<file path="config.mk">
export PLATFORM = sky130hd
export DESIGN_NAME = mem_check_monitor
export DESIGN_NICKNAME = d
export VERILOG_FILES = /design/src/rtl/mem_check_monitor.sv
export SDC_FILE = /design/constraint.sdc
export NUM_CORES = 1
export LEC_CHECK = 0
export ABC_AREA = 1
export BUFFER_PORTS_ARGS = -buffer_cell sky130_fd_sc_hd__buf_2
export CAP_MARGIN = 20
export CORE_MARGIN = 2
export CORE_UTILIZATION = 55
export CTS_BUF_LIST = sky130_fd_sc_hd__clkbuf_2 sky130_fd_sc_hd__clkbuf_4 sky130_fd_sc_hd__clkbuf_8
export CTS_CLUSTER_DIAMETER = 50
export CTS_CLUSTER_SIZE = 30
export DETAILED_ROUTE_END_ITERATION = 8
export GPL_ROUTABILITY_DRIVEN = 0
export PLACE_DENSITY = 0.82
export SLEW_MARGIN = 5
export SYNTH_ARGS = -nofsm -noshare
export SYNTH_HDL_FRONTEND = slang
export SYNTH_SLANG_ARGS = --single-unit
</file>
<file path="constraint.sdc">
create_clock -name clk -period 5 [get_ports clk]
set_clock_uncertainty 0.15 [all_clocks]
set_input_delay 0.25 -clock clk [delete_from_list [all_inputs] [get_ports clk]]
set_output_delay 0.25 -clock clk [all_outputs]
set_load 0.02 [all_outputs]
</file>
<file path="src/rtl/mem_check_monitor.sv">
// mem_check_monitor: after the core halts (or times out) reads a data-memory window and compares it
// word by word against an expected-value table. Define MISPREDICT_COUNT_EN to build the flush counter.
module mem_check_monitor #(
  parameter int ADDR_W    = 10,
  parameter int DATA_W    = 32,
  parameter int BASE_ADDR = 369,
  parameter int CHECK_LEN = 10,
  parameter int TIMEOUT   = 50000,
  parameter int CNT_W     = 32
) (
  input  logic              clk,
  input  logic              rst_BF,
  input  logic              start,
  input  logic              halt,
  input  logic              flush,
  output logic              mem_rd_en,
  output logic [ADDR_W-1:0] mem_addr,
  output logic [ADDR_W-1:0] exp_idx,
  input  logic [DATA_W-1:0] mem_rd_data,
  input  logic [DATA_W-1:0] exp_data,
  output logic              done,
  output logic              pass,
  output logic              timeout,
  output logic [CNT_W-1:0]  mismatch_cnt,
  output logic [ADDR_W-1:0] first_fail_idx,
  output logic [CNT_W-1:0]  flush_cnt
);

  typedef enum logic [2:0] {
    ST_IDLE  = 3'd0,
    ST_RUN   = 3'd1,
    ST_READ  = 3'd2,
    ST_DRAIN = 3'd3,
    ST_DONE  = 3'd4
  } state_t;

  localparam logic [ADDR_W-1:0] BASE_A   = ADDR_W'(BASE_ADDR);
  localparam logic [ADDR_W-1:0] K_LAST   = ADDR_W'(CHECK_LEN - 1);
  localparam logic [ADDR_W-1:0] ADDR_ZERO = {ADDR_W{1'b0}};
  localparam logic [CNT_W-1:0]  TMO_LAST = CNT_W'(TIMEOUT - 1);
  localparam logic [CNT_W-1:0]  CNT_MAX  = {CNT_W{1'b1}};
  localparam logic [CNT_W-1:0]  CNT_ZERO = {CNT_W{1'b0}};
  localparam logic [CNT_W-1:0]  CNT_ONE  = {{(CNT_W-1){1'b0}}, 1'b1};

  // The checked window must fit the address space without wrapping.
  generate
    if ((BASE_ADDR + CHECK_LEN - 1) > ((1 << ADDR_W) - 1)) begin : g_bad_window
      $error("mem_check_monitor: BASE_ADDR+CHECK_LEN-1 exceeds the address space");
    end
    if (CHECK_LEN < 1 || TIMEOUT < 1) begin : g_bad_len
      $error("mem_check_monitor: CHECK_LEN and TIMEOUT must be at least 1");
    end
  endgenerate

  state_t              state_r, state_nxt_s;
  logic                arm_s, tmo_hit_s, mm_hit_s, rd_nxt_s;
  logic [ADDR_W-1:0]   idx_nxt_s;
  logic                mem_rd_en_r, cmp_vld_r;
  logic [ADDR_W-1:0]   mem_addr_r, exp_idx_r, cmp_idx_r, first_fail_idx_r;
  logic [CNT_W-1:0]    cyc_cnt_r, mismatch_cnt_r, flush_cnt_r;
  logic                timeout_r, done_r, pass_r;

  // State register.
  always_ff @(posedge clk or negedge rst_BF) begin
    if (!rst_BF) begin
      state_r <= ST_IDLE;
    end else begin
      state_r <= state_nxt_s;
    end
  end

  // Next-state decode plus the per-cycle strobes derived from it.
  always_comb begin
    state_nxt_s = state_r;
    arm_s       = 1'b0;
    tmo_hit_s   = 1'b0;
    case (state_r)
      ST_IDLE, ST_DONE: begin
        if (start) begin
          state_nxt_s = ST_RUN;
          arm_s       = 1'b1;
        end else begin
          state_nxt_s = state_r;
        end
      end
      ST_RUN: begin
        if (halt) begin
          state_nxt_s = ST_READ;
        end else if (cyc_cnt_r == TMO_LAST) begin
          state_nxt_s = ST_READ;
          tmo_hit_s   = 1'b1;
        end else begin
          state_nxt_s = ST_RUN;
        end
      end
      ST_READ: begin
        if (exp_idx_r == K_LAST) begin
          state_nxt_s = ST_DRAIN;
        end else begin
          state_nxt_s = ST_READ;
        end
      end
      ST_DRAIN: state_nxt_s = ST_DONE;
      default:  state_nxt_s = ST_IDLE;
    endcase

    rd_nxt_s = (state_nxt_s == ST_READ);
    if (rd_nxt_s && (state_r == ST_READ)) begin
      idx_nxt_s = exp_idx_r + {{(ADDR_W-1){1'b0}}, 1'b1};
    end else begin
      idx_nxt_s = ADDR_ZERO;
    end

    if (cmp_vld_r && (mem_rd_data != exp_data)) begin
      mm_hit_s = 1'b1;
    end else begin
      mm_hit_s = 1'b0;
    end
  end

  // Read issue; the compare stage trails it by exactly one cycle to meet the memory latency.
  always_ff @(posedge clk or negedge rst_BF) begin
    if (!rst_BF) begin
      mem_rd_en_r <= 1'b0;
      exp_idx_r   <= ADDR_ZERO;
      mem_addr_r  <= ADDR_ZERO;
      cmp_vld_r   <= 1'b0;
      cmp_idx_r   <= ADDR_ZERO;
    end else begin
      mem_rd_en_r <= rd_nxt_s;
      exp_idx_r   <= idx_nxt_s;
      mem_addr_r  <= rd_nxt_s ? (BASE_A + idx_nxt_s) : ADDR_ZERO;
      cmp_vld_r   <= mem_rd_en_r;
      cmp_idx_r   <= exp_idx_r;
    end
  end

  // RUN cycle counter and timeout flag.
  always_ff @(posedge clk or negedge rst_BF) begin
    if (!rst_BF) begin
      cyc_cnt_r <= CNT_ZERO;
      timeout_r <= 1'b0;
    end else if (arm_s) begin
      cyc_cnt_r <= CNT_ZERO;
      timeout_r <= 1'b0;
    end else if (state_r == ST_RUN) begin
      cyc_cnt_r <= cyc_cnt_r + CNT_ONE;
      timeout_r <= timeout_r | tmo_hit_s;
    end else begin
      cyc_cnt_r <= cyc_cnt_r;
      timeout_r <= timeout_r;
    end
  end

  // Mismatch accounting; a zero count means no earlier failure in this run.
  always_ff @(posedge clk or negedge rst_BF) begin
    if (!rst_BF) begin
      mismatch_cnt_r   <= CNT_ZERO;
      first_fail_idx_r <= ADDR_ZERO;
    end else if (arm_s) begin
      mismatch_cnt_r   <= CNT_ZERO;
      first_fail_idx_r <= ADDR_ZERO;
    end else if (mm_hit_s) begin
      mismatch_cnt_r   <= (mismatch_cnt_r == CNT_MAX) ? CNT_MAX : (mismatch_cnt_r + CNT_ONE);
      first_fail_idx_r <= (mismatch_cnt_r == CNT_ZERO) ? cmp_idx_r : first_fail_idx_r;
    end else begin
      mismatch_cnt_r   <= mismatch_cnt_r;
      first_fail_idx_r <= first_fail_idx_r;
    end
  end

  // Completion; pass folds in the final compare made during DRAIN.
  always_ff @(posedge clk or negedge rst_BF) begin
    if (!rst_BF) begin
      done_r <= 1'b0;
      pass_r <= 1'b0;
    end else if (arm_s) begin
      done_r <= 1'b0;
      pass_r <= 1'b0;
    end else if (state_r == ST_DRAIN) begin
      done_r <= 1'b1;
      pass_r <= !timeout_r && (mismatch_cnt_r == CNT_ZERO) && !mm_hit_s;
    end else begin
      done_r <= done_r;
      pass_r <= pass_r;
    end
  end

`ifdef MISPREDICT_COUNT_EN
  // Flush pulses seen while the core runs, saturating.
  always_ff @(posedge clk or negedge rst_BF) begin
    if (!rst_BF) begin
      flush_cnt_r <= CNT_ZERO;
    end else if (arm_s) begin
      flush_cnt_r <= CNT_ZERO;
    end else if ((state_r == ST_RUN) && flush && (flush_cnt_r != CNT_MAX)) begin
      flush_cnt_r <= flush_cnt_r + CNT_ONE;
    end else begin
      flush_cnt_r <= flush_cnt_r;
    end
  end
`else
  logic unused_flush_s;
  assign unused_flush_s = flush;
  assign flush_cnt_r    = CNT_ZERO;
`endif

  assign mem_rd_en      = mem_rd_en_r;
  assign mem_addr       = mem_addr_r;
  assign exp_idx        = exp_idx_r;
  assign done           = done_r;
  assign pass           = pass_r;
  assign timeout        = timeout_r;
  assign mismatch_cnt   = mismatch_cnt_r;
  assign first_fail_idx = first_fail_idx_r;
  assign flush_cnt      = flush_cnt_r;

endmodule
</file>
Yosys cells after proc, flatten, opt, wreduce, memory -nomap -nowiden
Cells that the tools add are included.
{"block": "totals", "romBits": 0, "ramBits": 0, "word_cells": 67, "regBits": 112, "latch_bits": 0, "memories": 0, "output_inout_bits": 98, "input_bits": 69}
{"block": "op_classes", "n_reduce_logical": 14, "mux": 27, "addsub": 4, "shift": 0, "n_eq_ne": 9, "multipliers": 0, "order_cmp": 0, "n_bitwise": 1, "n_div": 0}
{"cell": "$mux W32", "count": 5}
{"cell": "$add A32 B1 Y32 const B", "count": 2}
{"cell": "$mux W10", "count": 5}
{"cell": "$eq A32 B16 Y1 const B", "count": 1}
{"cell": "$eq A32 B32 Y1 const B", "count": 1}
{"cell": "$logic_not A32 Y1", "count": 1}
{"cell": "$ne A32 B32 Y1", "count": 1}
{"cell": "$mux W1", "count": 13}
{"cell": "$pmux W3 S4", "count": 1}
{"cell": "$add A10 B1 Y10 const B", "count": 1}
{"cell": "$add A9 B10 Y10 const A", "count": 1}
{"cell": "$eq A10 B4 Y1 const B", "count": 1}
{"cell": "$eq A3 B2 Y1 const B", "count": 3}
{"cell": "$reduce_bool A2 Y1", "count": 4}
{"cell": "$logic_and A1 B1 Y1", "count": 4}
{"cell": "$mux W2", "count": 2}
{"cell": "$eq A3 B1 Y1 const B", "count": 1}
{"cell": "$eq A3 B3 Y1 const B", "count": 1}
{"cell": "$logic_not A3 Y1", "count": 1}
{"cell": "$mux W3", "count": 1}
{"cell": "$logic_not A1 Y1", "count": 2}
{"cell": "$reduce_and A2 Y1", "count": 1}
{"cell": "$reduce_or A2 Y1", "count": 1}
{"cell": "$or A1 B1 Y1", "count": 1}

Longest topological paths before layout
Gate-level depths: netlist of the first run.
{"block": "logic_depth", "depth_word": 9, "depth_mapped": 18, "mapped_depth_nobuf": 18}

Worst setup path after synthesis of the first run
OpenSTA, ideal clock, no wires.
{"block": "synth_path", "path_type": "flip-flop to flip-flop", "start": "register cyc_cnt_r[0]", "end": "register mem_addr_r[8] (netlist: mem_addr[8])", "period_less_slack_ps": 2504, "path_slack_ps": 2496, "t_arrival_ps": 2237, "setup_ps": 117, "required_ps": 4733, "stages_incl_launch_ff": 16, "cell_sequence": "dfrtp_1 ha_1 nand2_1 nor2_2 nand3_1 nor2_2 nand2_2 a21oi_4 nand3_4 nor2_1 ha_1 nand2_1 nor2_1 nand3_1 nand3_1 nand2_1"}
{"block": "synth_via", "elab_chain_len": 9}
{"element": "start: declaration", "line": "60", "rtl": "logic [CNT_W-1:0] cyc_cnt_r, mismatch_cnt_r, flush_cnt_r;"}
{"element": "start signal: assignment", "line": "147", "rtl": "cyc_cnt_r <= cyc_cnt_r + CNT_ONE;"}
{"element": "start signal: assignment", "line": "150", "rtl": "cyc_cnt_r <= cyc_cnt_r;"}
{"element": "$eq A32 B16 Y1", "line": "89", "rtl": "end else if (cyc_cnt_r == TMO_LAST) begin"}
{"element": "$mux W2", "line": "89"}
{"element": "$mux W2", "line": "87", "rtl": "if (halt) begin"}
{"element": "$pmux W3 S4", "line": "77", "rtl": "case (state_r)"}
{"element": "$eq A3 B2 Y1", "line": "107", "rtl": "rd_nxt_s = (state_nxt_s == ST_READ);"}
{"element": "$logic_and A1 B1 Y1", "line": "108", "rtl": "if (rd_nxt_s && (state_r == ST_READ)) begin"}
{"element": "$mux W10", "line": "108"}
{"element": "named net idx_nxt_s[0]", "line": "57", "rtl": "logic [ADDR_W-1:0] idx_nxt_s;"}
{"element": "$add A9 B10 Y10", "line": "132", "rtl": "mem_addr_r <= rd_nxt_s ? (BASE_A + idx_nxt_s) : ADDR_ZERO;"}
{"element": "$mux W10", "line": "132"}
{"element": "end signal: assignment", "line": "132"}
{"element": "end: declaration", "line": "59", "rtl": "logic [ADDR_W-1:0] mem_addr_r, exp_idx_r, cmp_idx_r, first_fail_idx_r;"}
The timed path passes the listed nets, and every way through them passes these cells.
A chain may end at the register's enable or synchronous reset.

Worst setup path in the final report of the first run
{"block": "layout_path", "start": "register cyc_cnt_r[0]", "end": "register mem_addr_r[6] (netlist: mem_addr[6])"}
Same word-level chain as after synthesis.

==> results of run 1 <==
-- power by group through the flow --
stage / combinational (mW) / clock, mW / sequential, mW
after floorplan: 0.439 / 0 / 1.09
after global placement: 0.653 / 0 / 1.07
after detailed placement: 0.663 / 0 / 1.07
after CTS: 0.669 / 0.555 / 1.05
after global routing: 0.762 / 0.592 / 1.06
final: 0.672 / 0.547 / 1.05
-- layout by cell type (no fill, tap or decap), types with 16 or more instances in the layout --
master	n
nand2_1	184
buf_2	132
inv_1	116
dfrtp_1	112
nor2_1	82
o21ai_0	74
nand3_1	55
xor2_1	42
nor3_1	32
conb_1	32
nor4_1	25
nand4_1	24
a21oi_1	22
xnor2_1	16
-- how the worst max path moves through the flow --
stage / to / slack (ns) / start / cells after the start
2_1_floorplan: mem_addr[8] / 2.50 / cyc_cnt_r[0] / 15
3_3_place_gp: mem_addr[8] / 2.17 / cyc_cnt_r[0] / 15
3_5_place_dp: mismatch_cnt[22] / 2.12 / mismatch_cnt[1] / 13
4_1_cts: mismatch_cnt[22] / 2.09 / mismatch_cnt[1] / 13
5_1_grt: mem_addr[6] / 1.78 / cyc_cnt_r[0] / 14
6_report: mem_addr[6] / 2.07 / cyc_cnt_r[0] / 14
-- cells by family (layout without fill, tap and decap cells) --
logic type / count (synthesis) / count (layout)
buffers and inverters: 167 / 276
xor gates and xnor gates: 58 / 58
and+or+nand+nor: 448 / 448
AOI/OAI and AO/OA: 110 / 110
adders and majority gates: 6 / 6
other: 1 / 32
DFF: 112 / 112
-- flip-flops by register name, indices dropped and copies added, names as in the netlist --
name	count
pass	1
exp_idx	10
mem_rd_en	1
mem_addr	10
cmp_idx_r	10
mismatch_cnt	32
state_r	3
cyc_cnt_r	32
done	1
first_fail_idx	10
timeout	1
cmp_vld_r	1
-- cells in the mapped netlist, types with 2 or more instances --
cell / number / share of area (%)
nand2_1: 184 / 10
inv_1: 116 / 6.3
dfrtp_1: 112 / 41
nor2_1: 82 / 4.5
o21ai_0: 74 / 5.4
nand3_1: 55 / 4.0
xor2_1: 42 / 5.4
buf_4: 32 / 3.5
nor3_1: 32 / 2.3
nor4_1: 25 / 2.3
nand4_1: 24 / 2.2
a21oi_1: 22 / 1.6
xnor2_1: 16 / 2.0
or2_2: 11 / 1.0
clkbuf_1: 10 / 0.55
nor2_2: 10 / 0.91
ha_1: 6 / 1.1
nand2_2: 6 / 0.55
nor2_4: 5 / 0.82
a211oi_1: 4 / 0.44
buf_2: 3 / 0.22
nand3_2: 3 / 0.44
o22ai_1: 3 / 0.27
a31oi_1: 2 / 0.18
clkinv_1: 2 / 0.11
inv_2: 2 / 0.11
nor3_2: 2 / 0.29
nor3_4: 2 / 0.47
o2111ai_1: 2 / 0.26
-- routing by layer --
metal  global-route usage [%]  vias up  routed length, um
met4                    7.698        0                263
met2                    41.44      225               7760
met3                    5.910       26               1243
met5                        0        -                  0
li1                         -     3138                  -
met1                    32.82     2954               7196
-- through the flow --
| stage | util (%) | setup slack, ns | power, mW |
|---|---|---|---|
| after floorplan | - | 2.496 | 1.533 |
| after global placement | 62.70 | 2.175 | 1.721 |
| after detailed placement | 62.70 | 2.121 | 1.732 |
| after CTS | 64.44 | 2.090 | 2.276 |
| after global routing | 64.44 | 1.777 | 2.419 |
| final | 64.44 | 2.069 | 2.272 |
-- critical path: cells and delay by family, from the launching register on --
family,cells,cell delay [ns]
AO/OA/AOI/OAI,2,0.36
adder cells (fa/ha/maj),2,0.47
flip-flops,1,0.41
AND/OR/NAND/NOR,10,1.46
-- cell type report --
| type | instances | area [um2] | share of cell area (%) |
|---|---|---|---|
| Clock buffer | 9 | 123.9 | 1.587 |
| Clock inverter | 7 | 67.56 | 0.8657 |
| Inverter | 121 | 456.7 | 5.851 |
| Multi-Input combinational cell | 654 | 3426 | 43.89 |
| Sequential cell | 112 | 2803 | 35.91 |
| Tap cell | 168 | 210.2 | 2.693 |
| Timing Repair Buffer | 139 | 718.2 | 9.202 |
-- what timing repair did --
| action | 4_1_cts | 5_1_grt |
|---|---|---|
| hold buffers | 2 | 0 |
| endpoints found under the hold margin | 71 | 0 |
| buffers inserted | 0 | 0 |
==> flow_metrics.tcl, run 1 <==
set metrics [dict create \
    power_density_nw_per_um2 291.1 \
    wl_um 16460 \
    die_area_um2 13390 \
    ff2ff_path_depth 14 \
    synthesis.area_um2 6865 \
    max_freq_ghz 0.3412 \
    p_comb_share_pct 29.6 \
    cp_max_fo 9 \
    max-slew-margin-rel_pct 40.95 \
    status "finished clean" \
    tns_ns 0 \
    cts_made_buffers 9 \
    critPathSlowestCell "dfrtp_1" \
    clk_latency_ns 0.40 \
    fillerInstances 1082 \
    nets 1112 \
    clkTransAtPathRegs_ns 0.12 \
    sw_frac_of_total_pct 39.76 \
    drive_gt1_share_pct 19.19 \
    vdd.ir_drop.worst_mv 0.2037 \
    r2r_end "mem_addr[6]" \
    vias_per_cell 5.242 \
    rrSetupSlack_ns 2.07 \
    synth-adder-area-share_pct 1.093 \
    overflow 0 \
    yosysSeqAreaShare_pct 40.82 \
    cp-start-kind "register" \
    rsz0062_at_grt "no" \
    endpoint_kind "register" \
    critical-path-top-cell-by-count "nand3_1" \
    dr.first_iter.drc_count 432 \
    synth_edf_count 0 \
    crit_chain "ha_1 -> nand2_1 -> nor2_2 -> nand3_1 -> nor2_2 -> nand2_2 -> a21oi_4 -> nand3_4 -> nor2_1 -> ha_1 -> nand3_1 -> nand3_1 -> nand2_1 -> a21oi_1" \
    grt_first_pass_wirelength_um 26650 \
    die_x_um 115.7 \
    worst_pin_slew_ns 0.8858 \
    dp_hpwl_um 12180 \
    postCtsResizedCells 0 \
    syn_inst 902 \
    drtPass1Iterations 7 \
    crit_type "reg -> reg" \
    critical_path.max_stage_delay_ns 0.41 \
    setup_viol 0 \
    p_leak_nw 3.950 \
    synthMuxAreaShare_pct 0 \
    cp_data_arrival_time_ns 3.10 \
    drc 0 \
    grt_max_degree 72 \
    synth_top_flop_cell "dfrtp_1" \
    synth-simple-area-share_pct 31.06 \
    hold_path_end "state_r[0]" \
    cts.sinks 112 \
    p_switching_mw 0.9032 \
    synth_xor_area_share_pct 7.399 \
    max_cap_violations 0 \
    syn2layout_area_growth_pct 13.69 \
    ys_seq_elements 112 \
    power.internal_mw 1.369 \
    syn_area_per_cell_um2 7.611 \
    place_inst 1192 \
    yosysUniqueCellTypes 42 \
    power_frac_seq_pct 46.4 \
    r2r_start "cyc_cnt_r[0]" \
    grt_pass1_vias 5707 \
    grt_usage_pct 24.99 \
    ys_warn_count 0 \
    holdPathStages 4 \
    period_needed_ns 2.931 \
    hp-class "in -> reg" \
    core_region_area_um2 12110 \
    core.rowCount 40 \
    io_buffers 133 \
    timing.hold.ws_ns 0.1013 \
    hold_start "halt" \
    fin_cells 1210 \
    final-hold-violation-count 0 \
    final_cell_area_um2 7805 \
    num_antenna_cells 0 \
    post-route-period-util_pct 58.62 \
    dpl_cell_area_um2 7594 \
    io_pins 167 \
    ys_async_sr_fraction_pct 100.0 \
    wire_per_inst_um 13.61 \
    cts_tree "yes" \
    cts.htree.levels 3 \
    ant_nets 0 \
    crit_required_ns 5.17 \
    cts_buffer_depth 2 \
    vias 6343 \
    clkPwrFrac_pct 24.1 \
    synth_top_family_by_area "simple AND/OR/NAND/NOR gates" \
    clockRootBuffer "clkbuf_8" \
    dieHeight_um 115.7 \
    start_util_pct 56.68 \
    antenna_found_initial 0 \
    synth_compound_gate_area_share_pct 8.602 \
    finalMaxSlewViolations 0 \
]
No activity file was read; power rests on OpenSTA's default activity.
==> run 2: changes to the inputs <==
- clock period: 5 -> 2.74 ns (I/O delays scaled with it)
==> run 2 against run 1 <==
  * Total power up 92%
  * First-iteration DRC count up 18%
  * Register-to-register slack worse by 2.0 ns
  * Final area up 3.4%
  * Non-clock buffer count up 22
  * Utilization up 2.2 points
  * Sequential share of layout area down 1.2 points
  * Count of clock-buffer cells in the layout up 2
  * Via count up 3.7%
  * Routed wire length up 4.0%
  * Global-route usage up 0.53 points
  * Clock power up 96%
  * Largest power group unchanged
==> flow_metrics.tcl, run 2 (synthesized netlist as in run 1, its figures left out) <==
set metrics [dict create \
    status "finished clean" \
    final_cell_area_um2 8073 \
    worst_pin_slew_ns 0.6478 \
    nets 1134 \
    die_area_um2 13390 \
    multiInputGateArea_um2 3477 \
    top_layer_used "met4" \
    wl_um 17130 \
    post-route-period-util_pct 96.91 \
    clockRootBuffer "clkbuf_8" \
    num_antenna_cells 0 \
    power.internal_mw 2.725 \
    route.layer.met1.wl_um 7165 \
    core.rowCount 40 \
    max_freq_ghz 0.3766 \
    antenna_found_initial 0 \
    grt_pass1_vias 5931 \
    cts_made_buffers 9 \
    power_frac_seq_pct 44.0 \
    wire_per_inst_um 13.90 \
    sw_frac_of_total_pct 37.62 \
    drc 0 \
    cts.htree.levels 3 \
    p_switching_mw 1.644 \
    io_pins 167 \
    cts_buffer_depth 2 \
    die_x_um 115.7 \
    clkPwrFrac_pct 24.4 \
    fin_util_pct 66.65 \
    clk_latency_ns 0.39 \
    hp-class "in -> async" \
    worst-path-buf-inv 2 \
    crit_chain "ha_4 -> nand2_1 -> nor2_4 -> nand3_1 -> nor2_2 -> nand2_2 -> a21oi_4 -> nand3_4 -> buf_4 -> nor2_8 -> inv_4 -> nor2_4 -> nand3_1 -> nand2_1 -> nand2_1 -> nand2_1" \
    cp-startpoint "cyc_cnt_r[0]" \
    setup_slack_ns 0.08476 \
    vias_per_cell 5.340 \
    io_buffers 133 \
    cp_max_fo 7 \
    crit_type "reg -> reg" \
    start_util_pct 56.68 \
    final_cell_mix "nand2_1, buf_2, inv_1" \
    dr_wl_met2_um 8141 \
    cts_tree "yes" \
    dieHeight_um 115.7 \
    timing.hold.ws_ns 0.1684 \
    dr.first_iter.drc_count 510 \
    ant_nets 0 \
    critical-path-top-cell-by-count "nand2_1" \
    dpl_cell_area_um2 7709 \
    drtPass1Iterations 5 \
    rrSetupSlack_ns 0.08 \
    syn2layout_area_growth_pct 17.59 \
    power_density_nw_per_um2 541.2 \
    setup_viol 0 \
    cp-start-kind "register" \
    place_ws_ns 0.1367 \
    grt_first_pass_wirelength_um 27250 \
    r2r_start "cyc_cnt_r[0]" \
    drive_gt1_share_pct 21.33 \
    layout_commonest_cell "nand2_1" \
    critPathSlowestCell "dfrtp_1" \
    final-hold-violation-count 0 \
    finalMaxSlewViolations 0 \
    clkTransAtPathRegs_ns 0.11 \
    p_comb_share_pct 31.6 \
    cts.sinks 112 \
    fillerInstances 1045 \
    crit_required_ns 2.92 \
    max-slew-margin-rel_pct 56.48 \
    endpoint_kind "register" \
    core_region_area_um2 12110 \
    regArea_um2 2804 \
    overflow 0 \
    vias 6579 \
    p_leak_nw 4.089 \
    period_needed_ns 2.655 \
    tns_ns 0 \
    crit_family "simple AND/OR/NAND/NOR gates" \
    cp_data_arrival_time_ns 2.84 \
    dp_hpwl_um 12530 \
    vdd.ir_drop.worst_mv 0.4640 \
    dr_wl_met3_um 1398 \
    grt_max_degree 53 \
    grt_usage_pct 25.52 \
    critical_path.max_stage_delay_ns 0.44 \
    max_cap_violations 0 \
]
[run 2: worst reg2reg max path, stage by stage, from the launching register on]
cell and delay [ns]:
dfrtp_1 0.44, ha_4 0.18, nand2_1 0.11, nor2_4 0.12, nand3_1 0.09, nor2_2 0.15, nand2_2 0.12, a21oi_4 0.25
nand3_4 0.13, buf_4 0.21, nor2_8 0.14, inv_4 0.05, nor2_4 0.14, nand3_1 0.12, nand2_1 0.11, nand2_1 0.06
nand2_1 0.06
[run 2: path summary, 6_finish.rpt]
| path | to | depth (start not counted) |
|---|---|---|
| max in group asynchronous | cyc_cnt_r[12] | 3 |
| worst max-delay path | mem_addr[9] | 16 |
| worst min-delay path | exp_idx[1] | 2 |
| worst min register to register | cmp_vld_r | 0 |
| min in group clk | cmp_vld_r | 0 |
| worst max register to register | mem_addr[9] | 16 |
[run 2: timing repair]
| item | CTS | global route |
|---|---|---|
| hold buffers | 3 | 0 |
| hold endpoints to repair | 53 | 0 |
| setup buffers | 0 | 9 |
| resized for setup | 0 | 11 |
| setup endpoints to repair | 0 | 21 |
[run 2: routing by layer]
metal	track usage [%]	up-vias
li1	-	3178
met1	33.42	3068
met2	42.57	294
met3	4.655	39
met4	9.603	0
met5	0	-
[run 2: stage by stage]
step / cells / power (mW)
2_1_floorplan: 933 / 2.798
5_1_grt: 1232 / 4.621
3_3_place_gp: 1204 / 3.182
6_report: 1232 / 4.369
4_1_cts: 1223 / 4.274
3_5_place_dp: 1204 / 3.203
[run 2: cell type report]
class                           count  share of cell area, %
Tap cell                          168                  2.604
Multi-Input combinational cell    654                  43.07
Clock inverter                      5                 0.7750
Sequential cell                   112                  34.73
Inverter                          121                  5.657
Clock buffer                       11                  1.875
Timing Repair Buffer              161                  11.28
[run 2: power groups by stage]
stage	Clock (mW)	Sequential (mW)	Combinational, mW
after global placement	0	1.95	1.24
after global routing	1.15	1.94	1.53
final	1.07	1.92	1.38
after CTS	1.08	1.92	1.27
after detailed placement	0	1.95	1.25
after floorplan	0	2.00	0.800
==> run 3: changes to the inputs <==
- CORE_ASPECT_RATIO: unset -> 0.75
==> run 3 against run 2 <==
  * Total power shrank 0.47%
  * Final cell count barely moved
  * Largest power group unchanged
  * Setup slack gained 0.044 ns
  * Final area is 0.60% higher
  * Largest cell class unchanged
==> flow_metrics.tcl, run 3 (synthesized netlist as in run 1, its figures left out) <==
set metrics [dict create \
    worst_pin_slew_ns 0.5938 \
    post-route-period-util_pct 95.29 \
    dp_hpwl_um 12580 \
    antenna_found_initial 0 \
    critPathSlowestCell "dfrtp_1" \
    clockRootBuffer "clkbuf_8" \
    grt_usage_pct 25.02 \
    crit_required_ns 2.92 \
    cp-start-kind "register" \
    critical_path.max_stage_delay_ns 0.40 \
    vias_per_cell 5.265 \
    die_area_um2 13400 \
    overflow 0 \
    r2r_start "cyc_cnt_r[0]" \
    cts.htree.levels 3 \
    cts_made_buffers 9 \
    wire_per_inst_um 13.83 \
    final-hold-violation-count 0 \
    hp-class "in -> async" \
    final_cell_mix "nand2_1, buf_2, inv_1" \
    timing.hold.ws_ns 0.006656 \
    grt_first_pass_wirelength_um 26940 \
    io_pins 167 \
    start_util_pct 56.19 \
    final_cell_area_um2 8122 \
    clk_latency_ns 0.40 \
    period_needed_ns 2.611 \
    max_freq_ghz 0.3830 \
    core_region_area_um2 12220 \
    rrSetupSlack_ns 0.13 \
    dr.first_iter.drc_count 543 \
    finalMaxSlewViolations 0 \
    setup_viol 0 \
    crit_type "reg -> reg" \
    cp_data_arrival_time_ns 2.79 \
    cts.sinks 112 \
    endpoint_kind "register" \
    syn2layout_area_growth_pct 18.30 \
    drc 0 \
    fin_util_pct 66.47 \
    ant_nets 0 \
    clkTransAtPathRegs_ns 0.11 \
    vias 6481 \
    grt_max_degree 68 \
    crit_chain "ha_2 -> nand2_1 -> nor2_4 -> nand3_2 -> nor2_2 -> nand2_2 -> nand2_2 -> nand2_2 -> nand2_4 -> nand3_4 -> buf_8 -> nor2_8 -> inv_4 -> nor2_4 -> nor2_2 -> nand2_1 -> nand2_1 -> nor2_2" \
    cts_buffer_depth 2 \
    nets 1135 \
    power_density_nw_per_um2 535.4 \
    max-slew-margin-rel_pct 60.05 \
    die_x_um 133.0 \
    fin_cells 1231 \
    layout_commonest_cell "nand2_1" \
    num_antenna_cells 0 \
    dieHeight_um 100.8 \
    cts_tree "yes" \
    p_leak_nw 4.108 \
    ff2ff_path_depth 18 \
    grt_pass1_vias 5675 \
    wl_um 17030 \
    vdd.ir_drop.worst_mv 0.4154 \
    place_inst 1200 \
    worst-path-buf-inv 2 \
    r2r_end "mem_addr[5]" \
    core.rowCount 35 \
    crit_family "simple AND/OR/NAND/NOR gates" \
    status "finished clean" \
    cp-startpoint "cyc_cnt_r[0]" \
    drive_gt1_share_pct 22.07 \
    drtPass1Iterations 5 \
    cp_max_fo 7 \
    io_buffers 133 \
    max_cap_violations 0 \
    dpl_cell_area_um2 7691 \
    finalPower_mw 4.349 \
]
[run 3: cell count changes in the layout (fill, tap and decap cells not counted), moves of 2 or more]
| cell | delta |
|---|---|
| clkinvlp_4 | -2 |
| nor2_2 | +2 |
| clkbuf_8 | -2 |
| clkinv_8 | +2 |
| nor2_1 | -3 |
[run 3: worst max path at each step]
| stage | to | slack (ns) | depth (start not counted) |
|---|---|---|---|
| after floorplan | mem_addr[8] | 0.24 | 15 |
| after global placement | mem_addr[8] | 0.11 | 15 |
| after detailed placement | mem_addr[8] | -0.03 | 17 |
| after CTS | mem_addr[8] | 0.02 | 17 |
| after global routing | mem_addr[5] | -0.07 | 18 |
| final | mem_addr[5] | 0.13 | 18 |
[run 3: power by group]
group | switching, mW | leakage, nW | internal, mW
clock | 0.637 | 0.112 | 0.453
sequential | 0.131 | 1.55 | 1.79
combinational | 0.892 | 2.45 | 0.442
total | 1.66 | 4.11 | 2.69
[run 3: layout make-up]
class,count,area [um2]
clock buffers,9,123.9
clock inverters,7,100.1
fillers,1006,4096
inverters,121,456.7
multi-input cells,654,3505
flip-flops and latches,112,2803
well taps,166,207.7
repair buffers,162,925.9
[run 3: routing by layer]
metal | wire length, um | global-route usage, % | up-vias
met5 | 0 | 0 | -
met1 | 7647 | 35.40 | 2986
li1 | - | - | 3188
met4 | 233 | 5.294 | 0
met2 | 7732 | 40.18 | 280
met3 | 1416 | 5.279 | 27
[run 3: per-stage QoR]
| stage | TNS, ns | setup slack, ns |
|---|---|---|
| floorplan | 0 | 0.2360 |
| global placement | 0 | 0.1116 |
| finish | 0 | 0.1290 |
| detailed placement | -0.03437 | -0.03437 |
| CTS | 0 | 0.01977 |
| global route | -0.1708 | -0.06952 |
[run 3: repair_timing]
action / in CTS / in global routing
setup endpoints to repair: 2 / 43
gates resized for setup: 1 / 20
endpoints found under the hold margin: 116 / 0
buffers inserted: 0 / 12
pin swaps: 0 / 8
hold buffers: 3 / 0
